[config.mk]
export PLATFORM = sky130hd
export DESIGN_NAME = alu_mul_seq
export DESIGN_NICKNAME = d
export VERILOG_FILES = /design/src/rtl/alu_pkg.sv /design/src/rtl/alu_mul_seq.sv
export SDC_FILE = /design/constraint.sdc
export NUM_CORES = 1
export LEC_CHECK = 0
export ABC_AREA = 1
export BUFFER_PORTS_ARGS = -buffer_cell sky130_fd_sc_hd__buf_2
export CORE_UTILIZATION = 40
export CTS_CLUSTER_SIZE = 14
export DETAILED_ROUTE_END_ITERATION = 6
export GPL_TIMING_DRIVEN = 0
export HOLD_SLACK_MARGIN = 0.03
export PLACE_DENSITY = 0.7
export SLEW_MARGIN = 25
export SYNTH_ARGS = -nofsm -noshare
export SYNTH_HDL_FRONTEND = slang
export SYNTH_SLANG_ARGS = --single-unit
[constraint.sdc]
create_clock -name clk -period 1.2 [get_ports clk]
set_input_delay 0.24 -clock clk [delete_from_list [all_inputs] [get_ports clk]]
set_output_delay 0.24 -clock clk [all_outputs]
set_load 0.01 [all_outputs]
[src/rtl/alu_pkg.sv]
// Shared ALU select encodings and multiply sequencer state type.
// Used by the execute-stage ALU and its attached sequencers.
package alu_pkg;

    localparam logic [3:0] SEL_ADD   = 4'b0000;
    localparam logic [3:0] SEL_SUB   = 4'b1000;
    localparam logic [3:0] SEL_SLL   = 4'b0001;
    localparam logic [3:0] SEL_SRL   = 4'b0101;
    localparam logic [3:0] SEL_SRA   = 4'b1101;
    localparam logic [3:0] SEL_LT    = 4'b0010;
    localparam logic [3:0] SEL_LTU   = 4'b0011;
    localparam logic [3:0] SEL_EQL   = 4'b1010;
    localparam logic [3:0] SEL_EQU   = 4'b1011;
    localparam logic [3:0] SEL_XOR   = 4'b0100;
    localparam logic [3:0] SEL_OR    = 4'b0110;
    localparam logic [3:0] SEL_AND   = 4'b0111;
    localparam logic [3:0] SEL_PASSA = 4'b1110;
    localparam logic [3:0] SEL_PASSB = 4'b1111;

    typedef enum logic [1:0] {
        IDLE = 2'd0,
        RUN  = 2'd1,
        DONE = 2'd2
    } mul_state_t;

endpackage

[src/rtl/alu_mul_seq.sv]
// Shift-add RV32 MUL sequencer driving the shared ALU adder.
// Define ALU_MUL_SEQ_EARLY_TERM_EN to stop once no multiplier bits remain.
module alu_mul_seq
    import alu_pkg::*;
#(
    parameter int XLEN  = 32,
    parameter int CNT_W = $clog2(XLEN)
) (
    input  logic            clk,
    input  logic            rst_n,
    input  logic            req_valid,
    output logic            req_ready,
    input  logic [XLEN-1:0] req_a,
    input  logic [XLEN-1:0] req_b,
    output logic            rsp_valid,
    input  logic            rsp_ready,
    output logic [XLEN-1:0] rsp_data,
    output logic [XLEN-1:0] alu_a,
    output logic [XLEN-1:0] alu_b,
    output logic [3:0]      alu_select,
    input  logic [XLEN-1:0] alu_out
);

    localparam logic [CNT_W-1:0] LAST = CNT_W'(XLEN - 1);

    mul_state_t      state;
    logic [XLEN-1:0] acc;
    logic [XLEN-1:0] mcand;
    logic [XLEN-1:0] mplier;
    logic [CNT_W-1:0] cnt;

    always_ff @(posedge clk or negedge rst_n) begin
        if (!rst_n) begin
            state  <= IDLE;
            acc    <= '0;
            mcand  <= '0;
            mplier <= '0;
            cnt    <= '0;
        end else begin
            unique case (state)
                IDLE: begin
                    if (req_valid) begin
                        mcand  <= req_a;
                        mplier <= req_b;
                        acc    <= '0;
                        cnt    <= '0;
                        state  <= RUN;
                    end
                end
                RUN: begin
`ifdef ALU_MUL_SEQ_EARLY_TERM_EN
                    if (mplier == '0) begin
                        state <= DONE;
                    end else begin
                        if (mplier[0])
                            acc <= alu_out;
                        mcand  <= mcand << 1;
                        mplier <= mplier >> 1;
                        cnt    <= cnt + 1'b1;
                        if (cnt == LAST || (mplier >> 1) == '0)
                            state <= DONE;
                    end
`else
                    if (mplier[0])
                        acc <= alu_out;
                    mcand  <= mcand << 1;
                    mplier <= mplier >> 1;
                    cnt    <= cnt + 1'b1;
                    if (cnt == LAST)
                        state <= DONE;
`endif
                end
                DONE: begin
                    if (rsp_ready)
                        state <= IDLE;
                end
                default: state <= IDLE;
            endcase
        end
    end

    always_comb begin
        req_ready  = (state == IDLE);
        rsp_valid  = (state == DONE);
        rsp_data   = '0;
        alu_a      = '0;
        alu_b      = '0;
        alu_select = SEL_ADD;
        if (state == DONE)
            rsp_data = acc;
        // The ALU adder is only borrowed while iterating.
        if (state == RUN) begin
            alu_a = acc;
            alu_b = mcand;
        end
    end

endmodule

==> impl_metrics.json, run 1 <==
{
  "run_status": "complete, but fails checks",
  "violations": "negative setup slack",
  "initial_core_util": 0.411,
  "cp_common_cell": "buf_6",
  "power_density_mw_per_mm2": 2250,
  "final.setup.tns_ns": -90.11,
  "hp-class": "input port to flip-flop",
  "p_comb_frac": 0.568,
  "core-area_sq_mm": 0.0127,
  "vias": 5653,
  "final_cell_mix": "nand2_1 (186), buf_2 (146), dfrtp_1 (102)",
  "p_sw_frac": 0.393,
  "synth_top_cell_by_area": "dfrtp_1",
  "finalCritPeriodShare": 1.45,
  "synth_xor_area_frac": 0,
  "critical_path_class": "flip-flop to output pin",
  "track_usage": 0.252,
  "rsz0062_at_grt": "yes",
  "critical_path.top_delay_family": "buffers and inverters",
  "relSlewSlack": 0.566,
  "grt_overflow": 0,
  "rows": 41,
  "synth.area.mux_share": 0,
  "place_congestion": 0.759,
  "synth_cell_types": 18,
  "dieArea_sq_mm": 0.0135,
  "required_ns": 0.96,
  "dpl.hpwl_mm": 10.3,
  "period_needed_ns": 1.75,
  "hold_start": "rsp_ready",
  "dp_slack_ns": -0.322,
  "stdcell_count": 1186,
  "cts-buffers-inserted": 9,
  "hold_path_depth": 2,
  "critPathLaunch": "state[0]$_DFFE_PN0P_",
  "antenna_found_initial": 1,
  "synthTopCellsByArea": "dfrtp_1 (49%), nand2_1 (22%), nand3_1 (12%)",
  "yosysWarnings": 0,
  "reg2reg_slack_ns": -0.46,
  "pwr-share-seq": 0.289,
  "utilization": 0.738,
  "yosys.area.top_type_share": 0.495,
  "end_kind": "output pin",
  "portBuffers": 196,
  "hold_slack_ns": 0.0863,
  "synthCells": 733,
  "arrival_ns": 1.51,
  "drive_above_1_share": 0.573,
  "wirelength_mm": 16.7,
  "crit_chain": "buf_6 -> inv_6 -> nor2_4 -> buf_12 -> clkbuf_16 -> nand2_2 -> inv_2 -> buf_6",
  "drc_errors": 0,
  "ir_drop_uv": 1160,
  "clock.fmax_ghz": 0.573,
  "die_w_um": 116,
  "die_h_um": 116,
  "cts_tree": "done",
  "insertion_delay_ns": 0.34,
  "syn2layout_area_growth_pct": 79.4,
  "drv_cap": 0,
  "drtAntennaViolNets": 0,
  "critPathSlowestCell": "dfrtp_1",
  "ioPinCount": 202,
  "clk_pin_slew_worst_paths_ns": 0.07,
  "drtPass1Iterations": 4,
  "cts_root_buf": "clkbuf_16",
  "synth_simple_gate_area_frac": 0.395,
  "synth-compound-area-share": 0.00552,
  "final-setup-viol-count": 200,
  "switchingPower_mw": 8.28,
  "cts.sinks": 103,
  "synth-seq-cells": 103,
  "nets": 1111,
  "worst_pin_slew_ns": 0.652,
  "clock_skew_ns": 0.0111,
  "clkPwrFrac": 0.143,
  "htreeDepth": 3,
  "crit_path_start_kind": "flip-flop",
  "yosys.area_share.adder": 0.00480,
  "worstReg2RegStart": "state[0]$_DFFE_PN0P_",
  "critPathMaxFanout": 9,
  "r2r-end": "acc[30]$_DFFE_PN0P_",
  "hold_end": "state[1]$_DFFE_PN0P_",
  "grt_max_degree": 55,
  "avgRoutedWirePerCell_um": 14.1,
  "syn_avg_cell_area_sq_um": 7.11,
  "path_buf_inv": 6,
  "grt_pass1_vias": 5441,
  "ctsLongestPathBuffers": 2,
  "final_common_cell": "nand2_1",
  "p_int_mw": 12.8,
  "viasPerCell": 4.77,
  "grt_pass1_wl_mm": 26.4,
  "synth_top_family_by_area": "simple AND/OR/NAND/NOR gates",
  "worst_slack_ns": -0.545,
  "hold_violations": 0,
  "leakagePower_nw": 5.21,
  "drt_first_iter_violations": 250,
  "yosysSeqAreaShare": 0.495,
  "synth_area_sq_mm": 0.00521,
  "critPathMaxStageDelay_ns": 0.35,
  "r2r_cells": 12,
  "dp_cells": 1105,
  "slew_violations": 0
}
==> routing by layer <==
layer  part of all wire  track usage
met1               0.42        0.311
met2               0.51        0.450
met3              0.059       0.0483
met4              0.011       0.0675
met5                  0            0
==> synthesized netlist by cell type <==
cell      instances
clkbuf_1         14
inv_1            66
inv_2             4
nand4_1           1
nor2_1           67
conb_1            1
buf_2            22
nand2_1         302
o21ai_2           1
buf_1             4
buf_4            10
nor2_4            1
o21ai_0           4
ha_1              2
nor2_2            1
dfrtp_1         103
nand3_1         129
nand2_2           1
==> worst register-to-register path, stage by stage, from the launching register on <==
cell and delay (ns):
dfrtp_1 0.38, buf_6 0.14, inv_6 0.06, nor2_4 0.04, buf_12 0.15, buf_4 0.13, buf_6 0.11, buf_8 0.12
nand2_8 0.09, buf_6 0.11, clkbuf_8 0.14, nand3_2 0.06, nand2_1 0.08
==> power groups by stage <==
stage          clock [mW]  sequential, mW  combinational (mW)
3_3_place_gp            0            5.80                7.57
4_1_cts              3.05            6.04                11.1
2_1_floorplan           0            5.65                5.66
5_1_grt              3.19            6.28                13.0
3_5_place_dp            0            5.86                7.72
6_report             3.00            6.10                12.0
==> worst max path at each step <==
stage | end | slack (ns) | depth (start not counted)
2_1_floorplan | alu_a[10] | -0.05 | 5
4_1_cts | rsp_data[15] | -0.55 | 5
5_1_grt | alu_b[5] | -0.61 | 8
3_5_place_dp | alu_b[5] | -0.32 | 7
6_report | alu_b[15] | -0.55 | 8
3_3_place_gp | state[1]$_DFFE_PN0P_ | -1.54 | 1
==> kinds of logic (layout without fill, tap and decap cells) <==
kind of cell,count (synthesis),count (layout)
flops,103,103
other cells,1,5
simple gates,502,502
fa+ha+maj,2,2
compound gates,5,5
buf+inv,120,397
==> through the flow <==
stage / power, mW / instance area [sq um]
after floorplan: 11.3 / 5750
after global placement: 13.4 / 6950
after detailed placement: 13.6 / 6980
after CTS: 20.2 / 9020
after global routing: 22.5 / 9350
final: 21.1 / 9350
==> sequential cells by signal (all words and copies together) (netlist names) <==
register  cells
acc          32
state         2
mcand        32
mplier       32
cnt           5
==> timing repair <==
item                                    CTS  global route
setup buffers                            44             5
endpoints found under the setup margin  201           201
hold buffers                              1             0
pin swaps                                47            15
resized for setup                       285            71
gates cloned                             20             2
hold endpoints to repair                 53             0
==> area by class of cell <==
class	count	area, sq um
Antenna cell	1	2.50
Buffer	48	602
Clock buffer	12	256
Clock inverter	3	43.8
Fill cell	938	3320
Inverter	70	295
Multi-Input combinational cell	513	3110
Sequential cell	103	2580
Tap cell	172	215
Timing Repair Buffer	264	2250
No activity file was read; power rests on OpenSTA's default activity.
==> inputs of run 2 (changes only) <==
==> constraint.sdc (replaced) <==
create_clock -name clk -period 1.2 [get_ports clk]
set_input_delay 0.12 -clock clk [delete_from_list [all_inputs] [get_ports clk]]
set_output_delay 0.12 -clock clk [all_outputs]
set_load 0.01 [all_outputs]
==> impl_metrics.json, run 2 (synthesis gave the netlist of run 1 again) <==
{
  "stdcell_count": 1256,
  "finalCritPeriodShare": 1.50,
  "dp_slack_ns": -0.379,
  "core-area_sq_mm": 0.0127,
  "dieArea_sq_mm": 0.0135,
  "run_status": "complete, but fails checks",
  "vias": 6663,
  "final-setup-viol-count": 201,
  "end_kind": "output pin",
  "relSlewSlack": 0.416,
  "drc_errors": 0,
  "final_cell_mix": "nand2_1 (202), buf_2 (123), buf_6 (103)",
  "period_needed_ns": 1.79,
  "htreeDepth": 3,
  "rsz0062_at_grt": "yes",
  "cts.sinks": 103,
  "ioPinCount": 202,
  "top_regs": "acc x32, mcand x32, mplier x32",
  "nets": 1180,
  "critical_path_class": "flip-flop to output pin",
  "worst_pin_slew_ns": 0.877,
  "grt_max_degree": 57,
  "drive_above_1_share": 0.532,
  "critPathSlowestCell": "dfrtp_1",
  "arrival_ns": 1.67,
  "hp-class": "input port to flip-flop",
  "initial_core_util": 0.411,
  "dpl.hpwl_mm": 10.0,
  "cts-buffers-inserted": 9,
  "leakagePower_nw": 5.58,
  "viasPerCell": 5.30,
  "drv_cap": 0,
  "critPathMaxStageDelay_ns": 0.36,
  "syn2layout_area_growth_pct": 101,
  "rows": 41,
  "critPathMaxFanout": 7,
  "utilization": 0.825,
  "drtPass1Iterations": 5,
  "grt_pass1_wl_mm": 27.8,
  "cp_common_cell": "buf_6",
  "crit_chain": "buf_6 -> inv_8 -> nor2_4 -> buf_12 -> buf_8 -> nand2_2 -> inv_2 -> buf_6",
  "drtAntennaViolNets": 0,
  "ctsLongestPathBuffers": 2,
  "clock_skew_ns": 0.00914,
  "dp_cells": 1105,
  "grt_pass1_vias": 5771,
  "required_ns": 1.08,
  "drt_first_iter_violations": 519,
  "wirelength_mm": 24.3,
  "clk_pin_slew_worst_paths_ns": 0.08,
  "slew_violations": 0,
  "insertion_delay_ns": 0.36,
  "hold_violations": 0,
  "antenna_found_initial": 1,
  "crit_path_start_kind": "flip-flop",
  "clock.fmax_ghz": 0.557,
  "track_usage": 0.270,
  "cts_root_buf": "clkbuf_16",
  "final_common_cell": "nand2_1",
  "violations": "negative setup slack",
  "worst_slack_ns": -0.594,
  "grt_overflow": 0,
  "cts_tree": "done",
  "portBuffers": 196,
  "place_congestion": 0.767,
  "ir_drop_uv": 1640,
  "avgRoutedWirePerCell_um": 19.3,
  "die_w_um": 116,
  "power_density_mw_per_mm2": 2160,
  "die_h_um": 116,
  "final.setup.tns_ns": -75.01
}
-- run 2: layout make-up --
cell class	count	area, sq um
multi-input cells	515	3280
repair buffers	332	3110
flip-flops and latches	103	2580
fillers	715	2210
plain buffers	47	626
inverters	70	308
clock buffers	10	229
well taps	172	215
clock inverters	6	109
diodes	1	2.50
-- run 2: per-layer routing --
metal / GRT usage / wire [um] / vias to the layer above
met5: 0 / 0 / -
li1: - / - / 2942
met1: 0.328 / 8750 / 3225
met2: 0.460 / 12600 / 378
met4: 0.108 / 1480 / 0
met3: 0.0685 / 1440 / 118
-- run 2: metrics by stage --
stage	hold slack (ns)	total power [mW]	cell area (sq um)
after CTS	0.0321	18.0	8620
after detailed placement	0.0891	12.3	6480
after global routing	0.0540	23.8	10500
final	0.0485	22.6	10500
after floorplan	-0.176	10.0	5250
after global placement	0.309	12.1	6450
-- run 2: path summary, 6_finish.rpt --
path                                             start                endpoint  slack (ns)  depth (start not counted)
worst min register to register  mplier[27]$_DFFE_PN0P_  mplier[27]$_DFFE_PN0P_        0.48                          2
worst min-delay path                         req_b[26]  mplier[26]$_DFFE_PN0P_        0.05                          5
worst max register to register    state[1]$_DFFE_PN0P_   mcand[16]$_DFFE_PN0P_       -0.42                          8
max in group asynchronous                        rst_n    state[1]$_DFFE_PN0P_        0.24                          3
worst max-delay path              state[0]$_DFFE_PN0P_               alu_b[13]       -0.59                          8
min in group asynchronous                        rst_n     acc[12]$_DFFE_PN0P_        0.28                          2
-- run 2: worst max-delay path, delay by kind of cell (launching register included) --
family,cells,cell delay (ns)
flip-flops,1,0.36
buffers and inverters,6,0.74
AND/OR/NAND/NOR,2,0.21
-- run 2: power by group --
group          internal [mW]  total (mW)  switching [mW]
registers               4.96        6.34            1.38
clock network           2.04        3.41            1.37
logic                   6.16        12.9            6.72
total                   13.2        22.6            9.47
-- run 2: repair_timing --
| action | in CTS | in global routing |
|---|---|---|
| gates resized for setup | 185 | 410 |
| setup buffers | 34 | 18 |
| gates cloned | 20 | 8 |
| endpoints found under the setup margin | 201 | 201 |
| hold buffers | 63 | 0 |
| pin swaps | 10 | 82 |
| hold endpoints to repair | 109 | 0 |
